[config.mk]
export PLATFORM = sky130hd
export DESIGN_NAME = hart_idle_ctrl
export DESIGN_NICKNAME = d
export VERILOG_FILES = /design/src/rtl/hart_idle_ctrl.sv
export SDC_FILE = /design/constraint.sdc
export NUM_CORES = 1
export LEC_CHECK = 0
export CAP_MARGIN = 20
export CORE_MARGIN = 2
export CORE_UTILIZATION = 50
export CTS_CLUSTER_DIAMETER = 50
export DETAILED_ROUTE_END_ITERATION = 10
export HOLD_SLACK_MARGIN = 0.06
export PLACE_DENSITY = 0.87
export SYNTH_ARGS = -nofsm -noshare
export SYNTH_HDL_FRONTEND = slang
export SYNTH_SLANG_ARGS = --single-unit
[constraint.sdc]
create_clock -name clock -period 2.3 [get_ports clock]
set_input_delay 0.345 -clock clock [delete_from_list [all_inputs] [get_ports clock]]
set_output_delay 0.345 -clock clock [all_outputs]
set_load 0.03 [all_outputs]
[src/rtl/hart_idle_ctrl.sv]
// Hart idle controller: PAUSE spin-wait timer and CEASE drain-then-power-down sequencer.
// Every output is a register written in the single state-machine process.
module hart_idle_ctrl #(
  parameter int unsigned PAUSE_CYCLES = 32,
  parameter int unsigned DRAIN_QUIET  = 4
) (
  input  logic       clock,
  input  logic       reset,
  input  logic       pause_req,
  input  logic       cease_req,
  input  logic       id_mem_busy,
  input  logic       interrupt_pending,
  input  logic       debug_halt,
  output logic       id_reg_pause,
  output logic       cease,
  output logic       id_stall,
  output logic [7:0] pause_count
);

  typedef enum logic [1:0] {RUN, PAUSE, DRAIN, CEASED} state_t;

  localparam logic [7:0] PAUSE_LOAD = 8'(PAUSE_CYCLES - 1);
  localparam logic [3:0] QUIET_LAST = 4'(DRAIN_QUIET - 1);

  state_t     state;
  logic [3:0] quiet_cnt;

  always_ff @(posedge clock or negedge reset) begin
    if (!reset) begin
      state        <= RUN;
      id_reg_pause <= 1'b0;
      cease        <= 1'b0;
      id_stall     <= 1'b0;
      pause_count  <= '0;
      quiet_cnt    <= '0;
    end else begin
      case (state)
        RUN: begin
          if (cease_req) begin
            state     <= DRAIN;
            id_stall  <= 1'b1;
            quiet_cnt <= '0;
          end else if (pause_req) begin
            state        <= PAUSE;
            id_reg_pause <= 1'b1;
            id_stall     <= 1'b1;
            pause_count  <= PAUSE_LOAD;
          end
        end
        PAUSE: begin
          // cease outranks wake-up and expiry; id_stall stays high into DRAIN
          if (cease_req) begin
            state        <= DRAIN;
            id_reg_pause <= 1'b0;
            pause_count  <= '0;
            quiet_cnt    <= '0;
          end else if (interrupt_pending || debug_halt || pause_count == '0) begin
            state        <= RUN;
            id_reg_pause <= 1'b0;
            id_stall     <= 1'b0;
            pause_count  <= '0;
          end else begin
            pause_count <= pause_count - 8'd1;
          end
        end
        DRAIN: begin
          if (id_mem_busy) begin
            quiet_cnt <= '0;
          end else begin
            quiet_cnt <= quiet_cnt + 4'd1;
            // the quiet cycle that completes the run moves to CEASED directly
            if (quiet_cnt == QUIET_LAST) begin
              state <= CEASED;
              cease <= 1'b1;
            end
          end
        end
        CEASED: begin
          state <= CEASED;
        end
        default: begin
          state <= RUN;
        end
      endcase
    end
  end

endmodule

* Word level (Yosys, flattened, before mapping)
Cells that the tools add are included.
W data, S select, Z words.
** Word-level totals
- Logic and storage cells :: 58
- Bits in read-only memories :: 0
- Register bits :: 17
- Memories :: 0
- Bits in latches :: 0
- Bits in writable memories :: 0
** Operators by class
- $lt $le $gt $ge :: 0
- Multipliers :: 0
- Equality and inequality tests :: 13
- Divide/modulo/power cells :: 0
- Add/subtract/negate cells :: 2
- Bitwise gates (word level) :: 1
- Reductions and logical operators :: 13
- Shift-type cells :: 0
- Multiplexer cells :: 23
** Operators by type and width (count)
- $mux W8 :: 4
- $pmux W8 S2 :: 1
- $mux W2 :: 6
- $ne A2 B2 Y1 const B :: 6
- $reduce_and A4 Y1 :: 3
- $logic_not A8 Y1 :: 1
- $mux W4 :: 2
- $pmux W2 S4 :: 1
- $pmux W4 S2 :: 1
- $sub A8 B1 Y8 const B :: 1
- $mux W1 :: 6
- $ne A3 B3 Y1 const B :: 2
- $reduce_and A3 Y1 :: 2
- $add A4 B1 Y4 const B :: 1
- $eq A2 B2 Y1 const B :: 2
- $eq A4 B2 Y1 const B :: 1
- $pmux W1 S2 :: 2
- $reduce_bool A2 Y1 :: 2
- $eq A2 B1 Y1 const B :: 1
- $logic_not A2 Y1 :: 1
- $logic_or A1 B1 Y1 :: 2
- $ne A2 B1 Y1 const B :: 1
- $reduce_and A2 Y1 :: 1
- $reduce_or A2 Y1 :: 1
- $not A1 Y1 :: 1

* Logic depth before layout (Yosys ltp)
- Depth after elaboration :: 5
- Mapped depth :: 6
- Depth with buffers taken out :: 6

* Worst setup path before layout
Ideal clock, no wire load.
- Path kind :: register to register
- Start point :: register pause_count[0]
- End point :: register pause_count[2]
- Setup slack :: 0.406 ns
- Cell stages (with the launch flop) :: 7
- Data arrival time :: 1.798 ns
- Setup time :: 0.096 ns
- Buffers on the path :: 0
- Cells stage by stage :: dfrtp_1 -> inv_1 -> ha_1 -> nor3b_2 -> a2111oi_2 -> nor3_2 -> a311oi_2
** On the way
- Word-level cells in the longest chain between the ends :: 5
** RTL lines
- start, declared :: line 17 : output logic [7:0] pause_count
- start signal, assigned :: line 63 : pause_count <= pause_count - 8'd1;
- parallel branches: the longest is 2 deep, another holds $sub A8 B1 Y8
- $mux W8 * :: line 57 : end else if (interrupt_pending || debug_halt || pause_count == '0) begin
- $mux W8 * :: line 52 : if (cease_req) begin
- $pmux W8 S2 * :: line 37 : case (state)
Mark *: on every way between the ends.
A chain may end at the register's enable or synchronous reset.

* Worst setup path in the final report
- Start point :: register pause_count[3]
- End point :: output port pause_count[3]
No word-level cell between the ends.

==> metrics.cfg <==
[run_status]
outcome=finished, final reports clean

[logic_synthesis]
synth.area.top_cells=dfrtp_1, a21oi_1, a22o_1
ys_seq_area_share_pct=43.9
ys_types=35
synthesis.area_sq_um=968
async_flop_share_pct=100
yosysTopAreaCell=dfrtp_1
postSynthCellCount=96
synth_nets=106
yosys_warnings=0
synth_edf_count=0
synth_top_area_share_pct=43.9
synth_top_flop_cell=dfrtp_1
avgSynthCellArea_sq_um=10.1
ys_seq_elements=17

[sta]
worst_slew_pin_slew_ps=796
hold_viol_final=0
rsz0062_at_grt=false
min_period_over_period_pct=82.2
finalCriticalPeriod_ps=1890
setup_violations=0
drv_slew=0
fin_skew_ps=4.33
max_freq_mhz=529
maxSlewHeadroom_pct=46.7
final.setup.tns_ps=0

[floorplan]
num_rows=15
ios=18
initial_core_util_pct=54.3
die_h_microns=48.0
core_sq_mm=0.00178
dieArea_sq_mm=0.00230
die_w_microns=48.0

[power]
switching_share_pct=38.1
power_leakage_uw=0.000506
ir_worst_vdd_mv=0.556
combPwrFrac_pct=37.0
pwr_density_cell_mw_per_mm2=823
clkPwrFrac_pct=16.5
internal_power_uw=613
p_switching_uw=377
seq_power_share_pct=46.6
power_uw=990

[critical_path]
cp_max_fo=8
crit_type=register to primary output
cp-start-kind=register
cp_num_cells=1
crit_family=buffers and inverters
reg2regPathDepth=6
worstPathCellList=clkdlybuf4s50_1
worstPathArrival_ps=1550
slowest_stage=clkdlybuf4s50_1
cp_data_required_time_ps=1960
cpPeakStageDelay_ps=730
crit_buf_inv=1
cp-end-kind=primary output

[detailed_routing]
drtPass1Iterations=4
drtIter0Drc=16
vias=832
wl_mm=2.20
ant_nets=0
drt-wirelength-per-cell_microns=15.5
remaining_drc_errors=0
via_per_inst=5.86

[grt]
antenna_found_initial=0
grt_pass1_wl_mm=3.52
grtUsageTotal_pct=22.2
gr-total-overflow=0
grt_max_degree=18
grt_pass1_vias=762

[clock_tree]
cts_inserted_buffers=3
cts.htree.levels=1
ctsHoldBuffers=0
cts_setup_buffers=0
clk_pin_slew_ps=100
cts_root_buf=clkbuf_4
cts_tree=done
clockBufferDepth=2
ctsResizeCount=0
insertion_delay_ps=290
clock_sinks=17

[final_layout]
antenna_cells=0
area_growth_pct=24.3
multi_input_area_sq_um=502
seq_area_sq_um=425
finish.utilization_pct=67.5
fin_nets=128
layout-drive-gt1-share_pct=13.7
final_area_sq_mm=0.00120
final_cells=142
fill_cells=142

[place]
dp_hpwl_mm=1.61
placed_area_sq_mm=0.00118
dpl.cell_count=138
port_buffers=17
gp_congestion=0.854

[min_path]
hp-class=register to register
worstHoldPathCells=1

[flow_run]
cap_violations=0

-- worst reg2reg max path, stage by stage (launching register included) --
cell and delay, ps:
dfrtp_1 430, inv_1 80, ha_1 190, nor3b_2 190, a2111oi_2 460, nor3_2 160, a311oi_2 250
-- cells by family after synthesis --
family	Yosys count	synth area share [%]
AO/OA/AOI/OAI	36	27.3
AND/OR/NAND/NOR	28	18.5
flip-flops	17	43.9
buffers and inverters	10	4.26
adder cells (fa/ha/maj)	3	3.88
multiplexers	2	2.20
-- flip-flops by register name, indices dropped and copies added, names as in the netlist --
name and flops:
quiet_cnt 4, id_reg_pause 1, pause_count 8, state 2, cease 1, id_stall 1
-- final cells by class --
cell class,instances,area share (%)
clock buffer,4,2.18
inverter,7,2.18
multi-input combinational,69,41.7
sequential,17,35.3
tap,25,2.60
timing repair buffer,20,16.0
-- metrics by stage --
stage	hold slack (ps)	worst slack, ps
final	488	409
after global routing	514	277
after CTS	498	405
after detailed placement	461	279
after global placement	468	386
after floorplan	49.4	406
-- power groups by stage --
stage               clock, uW  sequential [uW]  combinational, uW
global placement            0              459                355
detailed placement          0              468                365
floorplan                   0              494                202
global route              182              475                406
finish                    163              461                366
CTS                       167              462                368
-- path summary, 6_finish.rpt --
path | startpoint | to | slack (ps)
worst max-delay path | pause_count[3] | pause_count[3] | 410
worst min-delay path | cease | cease | 490
worst max register to register | pause_count[0] | pause_count[2] | 460
worst min register to register | cease | cease | 490
max in group asynchronous | reset | pause_count[3] | 1300
min in group asynchronous | reset | pause_count[1] | 500
-- metal layers --
metal	wire, microns	GRT usage [%]	up-vias	share of wire, %
li1	-	-	400	-
met5	0	0	-	0
met3	58	2.26	4	2.6
met2	1110	37.9	19	51
met4	31	8.65	0	1.4
met1	999	28.8	409	45
-- synthesized netlist by cell type (all sizes together) (2+ instances only) --
| cell | number |
|---|---|
| dfrtp | 17 |
| nor2 | 11 |
| a21oi | 9 |
| o21ai | 8 |
| inv | 7 |
| a22o | 5 |
| a311oi | 3 |
| a31oi | 3 |
| ha | 3 |
| nand2b | 3 |
| a211o | 2 |
| a211oi | 2 |
| and3 | 2 |
| clkbuf | 2 |
| nand2 | 2 |
| nor3 | 2 |
| nor4 | 2 |
-- cell usage in the layout (no fill, tap or decap), types with 2 or more instances in the layout --
cell,instances
dfrtp_1,17
clkdlybuf4s50_1,17
nor2_1,10
a21oi_1,9
o21ai_0,8
inv_1,7
a22o_1,5
a31oi_1,3
nand2b_1,3
ha_1,3
clkbuf_4,3
buf_4,3
a211o_1,2
a311oi_1,2
and3_1,2
nand2_1,2
No activity file was read; power rests on OpenSTA's default activity.
==> RTL change (same flow settings) <==
Put one more register stage on the output `pause_count`, without a reset. The value now appears one clock later. The other outputs are not delayed to match.
--- a/src/rtl/hart_idle_ctrl.sv
+++ b/src/rtl/hart_idle_ctrl.sv
@@ -22,6 +22,8 @@
   localparam logic [7:0] PAUSE_LOAD = 8'(PAUSE_CYCLES - 1);
   localparam logic [3:0] QUIET_LAST = 4'(DRAIN_QUIET - 1);
 
+  logic [7:0] pause_count_s0;
+
   state_t     state;
   logic [3:0] quiet_cnt;
 
@@ -31,7 +33,7 @@
       id_reg_pause <= 1'b0;
       cease        <= 1'b0;
       id_stall     <= 1'b0;
-      pause_count  <= '0;
+      pause_count_s0 <= '0;
       quiet_cnt    <= '0;
     end else begin
       case (state)
@@ -44,7 +46,7 @@
             state        <= PAUSE;
             id_reg_pause <= 1'b1;
             id_stall     <= 1'b1;
-            pause_count  <= PAUSE_LOAD;
+            pause_count_s0 <= PAUSE_LOAD;
           end
         end
         PAUSE: begin
@@ -52,15 +54,15 @@
           if (cease_req) begin
             state        <= DRAIN;
             id_reg_pause <= 1'b0;
-            pause_count  <= '0;
+            pause_count_s0 <= '0;
             quiet_cnt    <= '0;
-          end else if (interrupt_pending || debug_halt || pause_count == '0) begin
+          end else if (interrupt_pending || debug_halt || pause_count_s0 == '0) begin
             state        <= RUN;
             id_reg_pause <= 1'b0;
             id_stall     <= 1'b0;
-            pause_count  <= '0;
+            pause_count_s0 <= '0;
           end else begin
-            pause_count <= pause_count - 8'd1;
+            pause_count_s0 <= pause_count_s0 - 8'd1;
           end
         end
         DRAIN: begin
@@ -85,5 +87,9 @@
     end
   end
 
+  always_ff @(posedge clock) begin
+    pause_count <= pause_count_s0;
+  end
+
 endmodule
 
Formal check against the unedited RTL: not equivalent (Yosys sat finds a counterexample within 4 cycles, from zero or initial values and one cycle with reset low).
==> RTL change against the original RTL <==
Total power up 21%. Sequential cell count grew 8. Maximum frequency is 3.0% higher. Critical endpoint is now pause_count_s0[6]$_DFFE_PN0P_. Critical path type is now flip-flop to flip-flop. Wire length grew 1.0%. Synthesized cell count grew 20%. Setup slack better by 0.054 ns. Count of clock-buffer cells in the layout decreased by 1. Design area rose by 15%. Synthesized area is 19% higher.
==> RTL change: results (changes against the original RTL) <==
metric,value,unit,change
outcome,completed,,unchanged
swShare,0.3628,,was 0.3808
synth_cell_type_count,37,,was 35
vdd_drop_max,564.9,uV,was 556.0 uV
syn_nets,125,,was 106
ys_top_cells_by_area,"dfrtp_1 (37%), dfxtp_1 (14%), o21ai_0 (3.9%), nor2_1 (3.6%), ha_1 (3.2%)",,"was dfrtp_1 (44%), a21oi_1 (4.7%), a22o_1 (4.5%), o21ai_0 (4.1%), ha_1 (3.9%)"
drt-total-wl,2227,um,was 2204 um
tightestPinTransition,0.7637,ns,was 0.7964 ns
worstPathMaxFanout,5,,was 8
grt_pass1_vias,878,,was 762
clock_skew,0.006985,ns,was 0.004327 ns
arrival,2.06,ns,was 1.55 ns
leakage,0.5594,nW,was 0.5064 nW
seq_area_frac_synth,0.5065,,was 0.4393
power.density,864.5,nW/um^2,was 822.7 nW/um^2
wl_met1,1027,um,was 999 um
final.period_utilization,0.7983,,was 0.8220
drive_gt1_frac,0.09701,,was 0.1368
drtIter0Drc,21,,was 16
cp-startpoint,pause_count_s0[0]$_DFFE_PN0P_,,was pause_count[3]$_DFFE_PN0P_
grt_first_pass_wirelength,3864,um,was 3519 um
async_flop_share,0.6800,,was 1.000
route.met3.wl,104,um,was 58 um
worstSkewPairLatency,0.32,ns,was 0.29 ns
cp_slowest_cell,dfrtp_1,,was clkdlybuf4s50_1
grt_util_all_layers,0.1932,,was 0.2220
hpwl,1644,um,was 1612 um
gp_congestion,0.8716,,was 0.8541
pre_cts_slack,0.2364,ns,was 0.2785 ns
max_stage_delay,0.43,ns,was 0.73 ns
RTL change: cell count changes in the layout (fill, tap and decap cells not counted), moves of 3 or more:
cell,delta
a22o_1,-5
a22oi_1,+3
dfxtp_1,+8
nand2_1,+4
nand3_1,+4
nor3b_1,+3
o211ai_1,+3
o31ai_1,+3
RTL change: area by class of cell:
| cell class | instances | area (sq um) |
|---|---|---|
| Fill cell | 182 | 809.5 |
| Sequential cell | 25 | 585.6 |
| Multi-Input combinational cell | 79 | 525.5 |
| Timing Repair Buffer | 18 | 177.7 |
| Tap cell | 28 | 35.03 |
| Inverter | 8 | 30.03 |
| Clock buffer | 3 | 22.52 |
| Clock inverter | 1 | 5.005 |
RTL change: worst max-delay path, delay by kind of cell, from the launching register on:
family / cells / cell delay [ns]
adder cells (fa/ha/maj): 1 / 0.21
AND/OR/NAND/NOR: 2 / 0.35
buffers and inverters: 1 / 0.10
AO/OA/AOI/OAI: 2 / 0.66
flip-flops: 1 / 0.43
RTL change: per-layer routing:
metal	GRT usage	vias to the layer above
li1	-	465
met2	0.3143	25
met4	0.03947	0
met3	0.06322	2
met5	0	-
met1	0.2514	461
RTL change: kinds of logic (layout without fill, tap and decap cells):
group,Yosys count,after routing,synth area share
buffers and inverters,11,30,0.03897
adder cells (fa/ha/maj),3,3,0.03247
AO/OA/AOI/OAI,38,38,0.2359
flip-flops,25,25,0.5065
AND/OR/NAND/NOR,37,37,0.1775
multiplexers,1,1,0.008658
RTL change: metrics by stage:
stage | utilization | std cells | hold slack [ns]
after detailed placement | 0.6179 | 158 | 0.4386
after CTS | 0.6305 | 162 | 0.4770
after global routing | 0.6305 | 162 | 0.5006
after floorplan | - | 115 | 0.04941
after global placement | 0.6179 | 158 | 0.4220
final | 0.6305 | 162 | 0.4560
